**src/rtl/cacheline_adaptor.sv**
```systemverilog
// Cache-line to memory-burst adaptor.
// Bridges the cache's single-shot LINE_W transfer (read_i/write_i/resp_o) onto a
// BEATS-beat BURST_W burst interface (read_o/write_o/resp_i). Fills are assembled
// beat by beat into line_o; writebacks are serialised from a private line copy.
module cacheline_adaptor #(
  parameter int LINE_W  = 256,
  parameter int BURST_W = 64,
  parameter int ADDR_W  = 32
) (
  input  logic               clk,
  input  logic               rst,
  input  logic [LINE_W-1:0]  line_i,
  output logic [LINE_W-1:0]  line_o,
  input  logic [ADDR_W-1:0]  address_i,
  input  logic               read_i,
  input  logic               write_i,
  output logic               resp_o,
  input  logic [BURST_W-1:0] burst_i,
  output logic [BURST_W-1:0] burst_o,
  output logic [ADDR_W-1:0]  address_o,
  output logic               read_o,
  output logic               write_o,
  input  logic               resp_i
);

  // LINE_W is expected to be an integer multiple of BURST_W.
  localparam int BEATS  = LINE_W / BURST_W;
  localparam int CNT_W  = (BEATS > 1) ? $clog2(BEATS) : 1;
  localparam int OFFS_W = $clog2(LINE_W / 8);

  localparam logic [CNT_W-1:0] LAST_BEAT = CNT_W'(BEATS - 1);

  localparam logic [1:0] IDLE = 2'd0;
  localparam logic [1:0] RD   = 2'd1;
  localparam logic [1:0] WR   = 2'd2;
  localparam logic [1:0] DONE = 2'd3;

  logic [1:0]        state;
  logic [CNT_W-1:0]  cnt;
  logic [LINE_W-1:0] wbuf;
  logic [ADDR_W-1:0] addr_aligned;
  logic              beat_last;
  logic              addr_unused;

  // Byte offset within the line never reaches memory; bursts are line aligned.
  assign addr_aligned = {address_i[ADDR_W-1:OFFS_W], {OFFS_W{1'b0}}};
  assign addr_unused  = ^address_i[OFFS_W-1:0];
  assign beat_last    = (cnt == LAST_BEAT);

  // Control: transaction state and beat counter. The counter only returns to
  // zero through the last-beat rule, never by free-running wrap.
  always_ff @(posedge clk) begin
    if (rst) begin
      state <= IDLE;
      cnt   <= '0;
    end else begin
      case (state)
        IDLE: begin
          if (write_i)     state <= WR;
          else if (read_i) state <= RD;
        end
        RD, WR: begin
          if (resp_i) begin
            if (beat_last) begin
              cnt   <= '0;
              state <= DONE;
            end else begin
              cnt <= cnt + CNT_W'(1);
            end
          end
        end
        // A request still held here is not re-accepted; IDLE samples it next.
        DONE:    state <= IDLE;
        default: state <= IDLE;
      endcase
    end
  end

  // Cache-visible data: latched burst address and the assembled fill line.
  always_ff @(posedge clk) begin
    if (rst) begin
      address_o <= '0;
      line_o    <= '0;
    end else begin
      if (state == IDLE && (write_i || read_i))
        address_o <= addr_aligned;
      if (state == RD && resp_i)
        line_o[BURST_W*cnt +: BURST_W] <= burst_i;
    end
  end

  // Private writeback copy so the cache may reuse line_i once accepted.
  always_ff @(posedge clk) begin
    if (state == IDLE && write_i)
      wbuf <= line_i;
  end

  // Moore decode of the handshake outputs and the current write beat.
  always_comb begin
    read_o  = 1'b0;
    write_o = 1'b0;
    resp_o  = 1'b0;
    burst_o = '0;
    case (state)
      RD:   read_o = 1'b1;
      WR: begin
        write_o = 1'b1;
        burst_o = wbuf[BURST_W*cnt +: BURST_W];
      end
      DONE: resp_o = 1'b1;
      default: ;
    endcase
  end

endmodule

```
**config.mk**
```make
export PLATFORM = sky130hd
export DESIGN_NAME = cacheline_adaptor
export DESIGN_NICKNAME = d
export VERILOG_FILES = /design/src/rtl/cacheline_adaptor.sv
export SDC_FILE = /design/constraint.sdc
export NUM_CORES = 1
export LEC_CHECK = 0
export CAP_MARGIN = 20
export CORE_AREA = 5 5 277 279
export CTS_CLUSTER_SIZE = 28
export DETAILED_ROUTE_END_ITERATION = 12
export DIE_AREA = 0 0 282 284
export GPL_TIMING_DRIVEN = 0
export SYNTH_ARGS = -nofsm -noshare
export SYNTH_HDL_FRONTEND = slang
export SYNTH_SLANG_ARGS = --single-unit
```
**constraint.sdc**
```tcl
create_clock -name clk -period 22 [get_ports clk]
set_input_delay 6.6 -clock clk [delete_from_list [all_inputs] [get_ports clk]]
set_output_delay 6.6 -clock clk [all_outputs]
set_load 0.01 [all_outputs]
```
# Yosys cells after proc, flatten, opt, wreduce, memory -nomap -nowiden
# Index checks and enable logic that the tools add are counted.
# W data, S select, Z words.
dict set report totals {
  ff_bits 543
  output_inout_bits 355
  word_cells 36
}
dict set report classes {
  addsub 2
  mux 11
  eq_ne 7
  n_reduce_logical 8
  shift 3
}
# op count
set ops {}
lappend ops {{$bwmux W256} 1}
lappend ops {{$shift A64 B34 Y256 const A} 1}
lappend ops {{$shiftx A256 B9 Y64} 1}
lappend ops {{$shiftx A64 B34 Y256} 1}
lappend ops {{$mux W64} 1}
lappend ops {{$neg A8 Y34} 1}
lappend ops {{$mux W2} 5}
lappend ops {{$eq A2 B2 Y1 const B} 3}
lappend ops {{$pmux W2 S3} 1}
lappend ops {{$ne A2 B2 Y1 const B} 2}
lappend ops {{$logic_and A1 B1 Y1} 3}
lappend ops {{$mux W1} 3}
lappend ops {{$ne A3 B3 Y1 const B} 1}
lappend ops {{$reduce_and A3 Y1} 1}
lappend ops {{$add A2 B1 Y2 const B} 1}
lappend ops {{$eq A2 B1 Y1 const B} 1}
lappend ops {{$logic_not A2 Y1} 1}
lappend ops {{$reduce_and A2 Y1} 1}
lappend ops {{$reduce_or A2 Y1} 1}
lappend ops {{$logic_or A1 B1 Y1} 1}

# Longest topological paths before layout
# Gate-level depths: netlist of run 1.
dict set report depth {
  word_depth 4
  ltp_mapped 9
  ltp_nobuf 5
}

# Least setup slack after synthesis of run 1
# Ideal clock, no wire load.
dict set report synth_path {
  path_type {input to register}
  startpoint {input port write_i}
  endpoint {register state[1]}
  setup_time_ns 0.096
  slack_ns 8.559
  arrival_time_ns 13.345
  cell_stages 3
  path_cell_list {and2_1 -> o21ai_0 -> mux2i_1}
}
dict set report synth_via {
  elab_chain_len 2
  elab_cells_between_ends 4
  classes_between {eq/ne (1); mux (2); reduce/logical (1)}
}
# element line
set synth_lines {}
lappend synth_lines {{start, declared} 16} ;# input logic write_i,
lappend synth_lines {{$ne A3 B3 Y1 (no source line) / $mux W2 (equally long branches)} -}
lappend synth_lines {{$reduce_and A3 Y1 (no source line) / $pmux W2 S3 (equally long branches)} -}
lappend synth_lines {{end signal, assigned} 54} ;# state <= IDLE;
lappend synth_lines {{end signal, assigned} 59} ;# if (write_i) state <= WR;
lappend synth_lines {{end signal, assigned} 60} ;# else if (read_i) state <= RD;
lappend synth_lines {{end, declared} 38} ;# logic [1:0] state;
# Parallel ways exist; a longest one is shown, timed or not.
# A chain may end at the register's enable or synchronous reset.

# Final worst setup path of run 1
dict set report layout_path {
  startpoint {register state[0]}
  endpoint {output port burst_o[60]}
}
dict set report layout_via {
  elab_chain_len 2
}
# element line
set layout_lines {}
lappend layout_lines {{$eq A2 B2 Y1} 104} ;# case (state)
lappend layout_lines {{$mux W64} 104}
lappend layout_lines {{end, declared} 19} ;# output logic [BURST_W-1:0] burst_o,
# Every way passes these cells.

==> qor.yml, run 1 <==
crit_type: "reg2out"
viasPerCell: 4.70
wirelength_um: 72400
cts-buffers-inserted: 59
synth_top_cells_by_count: "287 x dfxtp_1, 256 x edfxtp_1, 128 x a22o_1"
fillCellCount: 6861
seq_area_frac_synth_pct: 69.2
clk_path_buf_depth: 3
initial_core_util_pct: 26.3
slew_headroom_pct: 24.7
clk_pin_slew_ns: 0.06
critPathLaunchType: "flip-flop"
placeableCoreArea_sq_mm: 0.0739
grt_max_degree: 73
antenna_found_initial: 18
slew_violations: 0
grt_pass1_wl_um: 102000
ir_worst_vdd_uv: 66.4
place_congestion: 0.824
port-buffer-count: 700
io_pins: 712
worstHoldStart: "line_o[128]$_SDFFE_PP0P_"
cts_tree: "built"
die_x_um: 282
crit_required_ns: 15.40
clk_latency_ns: 0.61
critPathLaunch: "state[0]$_SDFFE_PP0P_"
cts_resized: 0
fin_crit_ns: 9.98
remaining_drc_errors: 0
tightest_slew_ns: 1.13
yosysWarnings: 0
post-route-period-util_pct: 45.4
grt_overflow: 0
synth.top_cell.area_share_pct: 39.6
hold-worst-slack_ns: 0.449
grt_usage_pct: 17.1
drtAntennaViolNets: 0
cts_setup_buffers: 0
p_leak_nw: 10.5
syn_area_sq_mm: 0.0194
crit_fanout: 10
r2r_setup_slack_ns: 18.51
end_kind: "output pin"
rsz0062_at_grt: "no"
multiInputGateArea_sq_mm: 0.00533
cts_root_buffer: "clkbuf_16"
yosysMostFrequentCell: "dfxtp_1"
fin_setup_tns_ns: 0
cp.arrival_ns: 3.38
grt_pass1_vias: 15315
cts_sinks: 543
synthFlopType: "dfxtp_1"
clock.fmax_mhz: 100
final_layout_size_suffix_gt1_share_pct: 12.8
drtIter0Drc: 812
vias: 14505
post_drt_wl_per_cell_um: 23.5
syn_avg_cell_area_sq_um: 15.0
maxCapViolations: 0
finish.utilization_pct: 40.1
final_nets: 2435
dp_hpwl_um: 56900
ys_types: 38
synth_edf_count: 256
ys_top_cells_by_area: "edfxtp_1 40%, dfxtp_1 30%, mux4_2 7.4%, a22o_1 5.8%, a32o_2 3.5%"
whs_path_depth: 2
cts-htree-levels: 2
r2r-start: "cnt[1]$_SDFFE_PP0P_"
drt-pass1-iter-count: 5
p_per_area_mw_per_mm2: 98.3
hold_end: "line_o[128]$_SDFFE_PP0P_"
outcome: "complete, no violations"
fp-row-count: 100
final-hold-violation-count: 0
final.setup_skew_ns: 0.0111
hold_buffers: 0
yosysTopAreaCell: "edfxtp_1"
die_h_um: 284
ff_latch_area_sq_mm: 0.0134
ys_async_sr_fraction_pct: 0
r2r_cells: 8
hp-class: "reg2reg"
area_delta_synth_final_pct: 52.9
setup_viol: 0
syn_inst: 1298
dieArea_sq_mm: 0.0801
ys_ff_latch: 543
regToRegEndpoint: "line_o[82]$_SDFFE_PP0P_"
[logic make-up after synthesis]
kind of cell / after synthesis / share of synthesized area, %
AO/OA/AOI/OAI: 290 / 12.1
adder cells (fa/ha/maj): 10 / 0.644
buffers and inverters: 114 / 3.43
flip-flops: 543 / 69.2
multiplexers: 67 / 7.59
other: 1 / 0.0193
AND/OR/NAND/NOR: 273 / 7.04
[power breakdown]
group          internal, mW  leakage (nW)  total, mW  switching [mW]
sequential             1.23          4.76       1.28          0.0483
clock                 0.581         0.936      0.984           0.403
combinational         0.313          4.83      0.654           0.341
total                  2.12          10.5       2.92           0.793
[sequential cells by signal, indices dropped and copies added, names as in the netlist]
signal and count:
line_o 256, wbuf 256, state 2, address_o 27, cnt 2
[final cells by class]
cell class | instances | share of cell area [%]
Clock buffer | 75 | 5.38
Inverter | 5 | 0.0632
Buffer | 109 | 2.18
Clock inverter | 27 | 1.06
Sequential cell | 543 | 45.2
Tap cell | 969 | 4.08
Multi-Input combinational cell | 645 | 18.0
Timing Repair Buffer | 705 | 24.0
Antenna cell | 5 | 0.0421
[worst max-delay path by stage]
stage	depth (start not counted)	slack, ns	endpoint
after detailed placement	6	12.51	burst_o[60]
final	6	12.02	burst_o[60]
after floorplan	3	8.56	state[1]$_SDFFE_PP0P_
after global routing	6	11.75	burst_o[60]
after global placement	4	5.78	state[1]$_SDFFE_PP0P_
after CTS	6	11.82	burst_o[60]
[layer usage]
layer  vias to the layer above  track usage, %  share of wire (%)  routed length (um)
met5                         -               0              0.047                  34
met4                         6            5.56                3.1                2220
met3                       125            5.57                9.3                6710
met2                       705            30.9                 51               36900
met1                      7159            18.8                 37               26500
li1                       6510               -                  -                   -
[per-stage QoR]
step / instance area, sq um / instances / setup WS (ns) / power (mW)
5_1_grt: 29700 / 3081 / 11.75 / 3.05
3_3_place_gp: 27600 / 2971 / 5.78 / 2.00
6_report: 29700 / 3083 / 12.02 / 2.92
3_5_place_dp: 27800 / 2976 / 12.51 / 1.97
4_1_cts: 29700 / 3078 / 11.82 / 2.96
2_1_floorplan: 19400 / 1302 / 8.56 / 1.64
[critical path: stages (launching register included)]
cell and delay (ns):
dfxtp_1 0.33, inv_1 0.10, ha_1 0.19, buf_1 0.73
clkbuf_1 0.54, and2_1 0.24, clkdlybuf4s50_1 0.64
[cell usage in the layout, fill, tap and decap left out, types with 7 or more instances in the layout]
| cell type | synthesis | layout |
|---|---|---|
| clkinv_1 | 0 | 7 |
| edfxtp_1 | 256 | 256 |
| buf_2 | 10 | 10 |
| clkbuf_1 | 54 | 64 |
| clkinv_2 | 0 | 7 |
| a21oi_1 | 92 | 92 |
| a32o_2 | 60 | 60 |
| buf_4 | 10 | 10 |
| buf_1 | 10 | 10 |
| and2_1 | 65 | 64 |
| a22o_1 | 128 | 128 |
| mux4_2 | 64 | 64 |
| clkdlybuf4s50_1 | 0 | 700 |
| buf_6 | 25 | 25 |
| dfxtp_1 | 287 | 287 |
| clkbuf_16 | 0 | 59 |
| ha_1 | 10 | 10 |
| nand2_1 | 122 | 122 |
| nand3_1 | 67 | 67 |
Note: power is estimated with default switching activity, not from simulation.
==> run 2: changes to the inputs <==
--- a/config.mk
+++ b/config.mk
@@ -6,10 +6,10 @@
 export NUM_CORES = 1
 export LEC_CHECK = 0
 export CAP_MARGIN = 20
-export CORE_AREA = 5 5 277 279
+export CORE_AREA = 5 5 278 280
 export CTS_CLUSTER_SIZE = 28
 export DETAILED_ROUTE_END_ITERATION = 12
-export DIE_AREA = 0 0 282 284
+export DIE_AREA = 0 0 283 285
 export GPL_TIMING_DRIVEN = 0
 export SYNTH_ARGS = -nofsm -noshare
 export SYNTH_HDL_FRONTEND = slang
==> constraint.sdc (replaced) <==
create_clock -name clk -period 10.5 [get_ports clk]
set_input_delay 3.15 -clock clk [delete_from_list [all_inputs] [get_ports clk]]
set_output_delay 3.15 -clock clk [all_outputs]
set_load 0.01 [all_outputs]
==> qor.yml, run 2 (synthesized netlist as in run 1, its figures left out) <==
clk_path_buf_depth: 3  # unchanged
cts_sinks: 543  # unchanged
p_per_area_mw_per_mm2: 203  # +110%
final_layout_size_suffix_gt1_share_pct: 12.6  # -0.22 points
crit_type: "reg2out"
critPathLaunchType: "flip-flop"
cts-buffers-inserted: 58  # -1.7%
layout_commonest_cell: "clkdlybuf4s50_1"
remaining_drc_errors: 0  # unchanged
crit_required_ns: 7.35  # -8.05 ns
grt_pass1_wl_um: 104000  # +1.7%
setup_viol: 0  # unchanged
dp_hpwl_um: 56100  # -1.4%
final_nets: 2435  # unchanged
viasPerCell: 4.66  # -0.85%
area_delta_synth_final_pct: 52.8  # about the same
cp_cell_sequence: "buf_2 -> buf_1 -> mux4_2 -> and2_1 -> clkdlybuf4s50_1"
r2r_cells: 7  # -1
die_h_um: 285  # +0.35%
fp-row-count: 100  # unchanged
vias: 14405  # -0.69%
final_cells: 3088  # +0.16%
cp.arrival_ns: 3.28  # -0.10 ns
die_x_um: 283  # +0.35%
antenna_found_initial: 8  # -10
maxCapViolations: 0  # unchanged
crit_fanout: 10  # unchanged
cts_tree: "built"
post_drt_wl_per_cell_um: 23.2  # -1.4%
cts_setup_buffers: 0  # unchanged
post-route-period-util_pct: 61.3
grt_overflow: 0  # unchanged
cts_resized: 0  # unchanged
p_total_mw: 6.03  # +110%
hold_buffers: 0  # unchanged
port-buffer-count: 700  # unchanged
grt_pass1_vias: 15445  # +0.85%
clock.fmax_mhz: 155
rsz0062_at_grt: "no"
clk_latency_ns: 0.61  # about the same
hp-class: "reg2reg"
reg_top3: "line_o x256, wbuf x256, address_o x27"
placeableCoreArea_sq_mm: 0.0742  # +0.34%
final-hold-violation-count: 0  # unchanged
grt_max_degree: 73  # unchanged
tightest_slew_ns: 1.12  # -0.00289 ns
grt_usage_pct: 17.0  # -0.12 points
initial_core_util_pct: 26.2  # -0.089 points
cp_num_buf_inv: 3  # -1
cts-htree-levels: 2  # unchanged
clk_pin_slew_ns: 0.06  # about the same
drtIter0Drc: 953  # +17%
cpLargestDelayFamily: "buffers and inverters"
final.setup_skew_ns: 0.0170  # +0.00583 ns
dp.cells: 2977  # +0.034%
drt-pass1-iter-count: 7  # +2
end_kind: "output pin"
dieArea_sq_mm: 0.0807  # +0.71%
slowest_stage: "buf_1"
hold-worst-slack_ns: 0.453  # +0.00419 ns
whs_path_depth: 2  # unchanged
place_congestion: 0.836  # +1.4%
layout_common_cells: "700 x clkdlybuf4s50_1, 287 x dfxtp_1, 256 x edfxtp_1"
slew_headroom_pct: 24.8  # +0.19 points
p_leak_nw: 10.5  # -0.12%
fin_crit_ns: 6.43
slew_violations: 0  # unchanged
outcome: "complete, no violations"
wirelength_um: 71500  # -1.2%
drtAntennaViolNets: 0  # unchanged
cts_root_buffer: "clkbuf_16"
io_pins: 712  # unchanged
path_depth: 5  # -1
ir_worst_vdd_uv: 130  # +96%
max_stage_delay_ns: 0.58  # -0.15 ns
==> run 2: cell count changes in the layout (fill, tap and decap cells not counted), moves of 2 or more <==
cell | before | now
clkinv_2 | 7 | 4
clkbuf_8 | 6 | 11
clkinv_1 | 7 | 3
buf_12 | 0 | 2
bufinv_16 | 6 | 3
clkbuf_1 | 64 | 77
inv_8 | 2 | 0
==> run 2: final cells by class <==
cell class,count,area (sq um)
diodes,5,12.5
plain buffers,109,647
clock buffers,94,1740
clock inverters,12,139
fillers,6884,44500
inverters,5,18.8
multi-input cells,645,5330
flip-flops and latches,543,13400
well taps,969,1210
repair buffers,706,7130
==> run 2: worst paths after layout <==
check / from / slack (ns) / endpoint
worst min register to register: address_o[27]$_SDFFE_PP0P_ / 0.45 / address_o[27]$_SDFFE_PP0P_
worst max register to register: cnt[1]$_SDFFE_PP0P_ / 6.98 / line_o[110]$_SDFFE_PP0P_
worst max-delay path: cnt[1]$_SDFFE_PP0P_ / 4.07 / burst_o[28]
worst min-delay path: address_o[27]$_SDFFE_PP0P_ / 0.45 / address_o[27]$_SDFFE_PP0P_
==> run 2: per-stage QoR <==
step                      cell area [sq um]  utilization, %  worst slack (ns)  setup TNS (ns)
after floorplan                       19400               -             0.509               0
after global placement                27600            37.3             -2.13         -431.79
after detailed placement              27800            37.4              4.46               0
after CTS                             29700            40.0              3.78               0
after global routing                  29700            40.0              3.83               0
final                                 29700            40.0              4.07               0
==> run 2: tightest hold or removal path, stage by stage, from the launching register on <==
cell	delay (ns)
dfxtp_1	0.31
nand2_1	0.05
a21oi_1	0.05
==> run 2: layer usage <==
layer / routed length [um] / part of all wire (%) / up-vias / GRT usage (%)
li1: - / - / 6514 / -
met1: 26600 / 37 / 7042 / 18.8
met2: 36000 / 50 / 711 / 30.7
met3: 6220 / 8.7 / 136 / 5.65
met4: 2650 / 3.7 / 2 / 5.61
met5: 12 / 0.017 / - / 0
==> run 2: power by group <==
part	total [mW]	switching (mW)	internal, mW
combinational	1.34	0.680	0.660
clock	2.02	0.819	1.20
sequential	2.67	0.0949	2.58
total	6.03	1.59	4.43
==> run 3: changes to the inputs <==
==> constraint.sdc (replaced) <==
create_clock -name clk -period 6.6 [get_ports clk]
set_input_delay 1.98 -clock clk [delete_from_list [all_inputs] [get_ports clk]]
set_output_delay 1.98 -clock clk [all_outputs]
set_load 0.01 [all_outputs]
==> qor.yml, run 3 (synthesized netlist as in run 1, its figures left out) <==
crit_type: "reg2out"
clock.fmax_mhz: 189
final_area_sq_mm: 0.0297  # +0.10%
area_delta_synth_final_pct: 53.0
antenna_found_initial: 14  # +6
outcome: "complete, no violations"
dp_hpwl_um: 57000  # +1.6%
grt_usage_pct: 17.2  # +0.20 points
crit_fanout: 10  # unchanged
wirelength_um: 72400  # +1.3%
end_kind: "output pin"
cts_setup_buffers: 0  # unchanged
setup_ws_ns: 1.30  # -2.76 ns
place_congestion: 0.829  # -0.81%
cts-htree-levels: 2  # unchanged
post-route-period-util_pct: 80.3
hold-worst-slack_ns: 0.451  # -0.00139 ns
finish.utilization_pct: 40.0  # +0.040 points
setup_viol: 0  # unchanged
cts_resized: 0  # unchanged
drt-pass1-iter-count: 4  # -3
post_drt_wl_per_cell_um: 23.4  # +1.2%
dp_slack_ns: 1.86  # -2.60 ns
clk_pin_slew_ns: 0.06  # about the same
remaining_drc_errors: 0  # unchanged
hp-class: "reg2reg"
grt_max_degree: 71  # -2.7%
dieArea_sq_mm: 0.0807  # unchanged
port-buffer-count: 700  # unchanged
maxCapViolations: 0  # unchanged
layout_common_cells: "700 x clkdlybuf4s50_1, 287 x dfxtp_1, 256 x edfxtp_1"
viasPerCell: 4.65  # -0.37%
critPathLaunchType: "flip-flop"
final_cells: 3089  # +0.032%
vias: 14356  # -0.34%
layout_commonest_cell: "clkdlybuf4s50_1"
fp-row-count: 100  # unchanged
grt_pass1_vias: 15387  # -0.38%
worstHoldStart: "address_o[15]$_SDFFE_PP0P_"
hold_buffers: 0  # unchanged
post_dp_cell_area_sq_mm: 0.0278  # about the same
grt_pass1_wl_um: 104000  # about the same
cts_root_buffer: "clkbuf_16"
p_total_mw: 9.62  # +60%
drtIter0Drc: 821  # -14%
cp.arrival_ns: 3.32  # +0.04 ns
fin_crit_ns: 5.30
initial_core_util_pct: 26.2  # unchanged
slew_violations: 0  # unchanged
final_layout_size_suffix_gt1_share_pct: 13.2  # +0.57 points
rsz0062_at_grt: "no"
final_nets: 2435  # unchanged
crit_required_ns: 4.62  # -2.73 ns
reg_top3: "line_o x256, wbuf x256, address_o x27"
cts_sinks: 543  # unchanged
cts-buffers-inserted: 58  # unchanged
io_pins: 712  # unchanged
cts_tree: "built"
critPathLaunch: "cnt[1]$_SDFFE_PP0P_"
ir_worst_vdd_uv: 247  # +90%
placeableCoreArea_sq_mm: 0.0742  # unchanged
dp.cells: 2977  # unchanged
drtAntennaViolNets: 0  # unchanged
die_x_um: 283  # unchanged
fin_setup_tns_ns: 0  # unchanged
die_h_um: 285  # unchanged
slew_headroom_pct: 25.0  # +0.13 points
p_per_area_mw_per_mm2: 324  # +59%
clk_latency_ns: 0.61  # about the same
r2r-start: "cnt[1]$_SDFFE_PP0P_"
clk_path_buf_depth: 3  # unchanged
grt_overflow: 0  # unchanged
p_leak_nw: 10.5  # +0.13%
final.setup_skew_ns: 0.0257  # +0.00873 ns
final-hold-violation-count: 0  # unchanged
tightest_slew_ns: 1.12  # -0.00246 ns
## run 3: cell count changes in the layout (fill, tap and decap cells not counted), sizes merged
cell / delta
clkinvlp: +5
diode: +1
clkbuf: -16
clkinv: +11
## run 3: worst max-delay path, stage by stage (launching register included)
cell and delay, ns:
dfxtp_1 0.60, buf_2 0.39, buf_1 0.58, mux4_2 0.44, and2_1 0.18, clkdlybuf4s50_1 0.49
## run 3: where the power goes
group	switching, mW	leakage, nW	internal (mW)
clock	1.36	0.931	1.89
sequential	0.159	4.76	4.10
combinational	1.07	4.83	1.04
## run 3: layout make-up
| type | count | area (sq um) |
|---|---|---|
| clock inverters | 28 | 238 |
| diodes | 6 | 15.0 |
| plain buffers | 109 | 647 |
| fillers | 6947 | 44500 |
| clock buffers | 78 | 1670 |
| multi-input cells | 645 | 5330 |
| flip-flops and latches | 543 | 13400 |
| repair buffers | 706 | 7130 |
| well taps | 969 | 1210 |
| inverters | 5 | 18.8 |
## run 3: metal layers
layer	up-vias	global-route usage, %	wire length [um]	part of all wire (%)
met5	-	0	45	0.062
met4	6	7.51	3150	4.3
met3	146	5.87	6310	8.7
met2	676	30.1	36100	50
met1	7005	18.9	26800	37
li1	6523	-	-	-
## run 3: worst paths after layout
kind / endpoint / slack (ns) / depth (start not counted)
worst min-delay path: address_o[15]$_SDFFE_PP0P_ / 0.45 / 2
worst min register to register: address_o[15]$_SDFFE_PP0P_ / 0.45 / 2
worst max-delay path: burst_o[29] / 1.30 / 5
worst max register to register: line_o[83]$_SDFFE_PP0P_ / 2.88 / 8
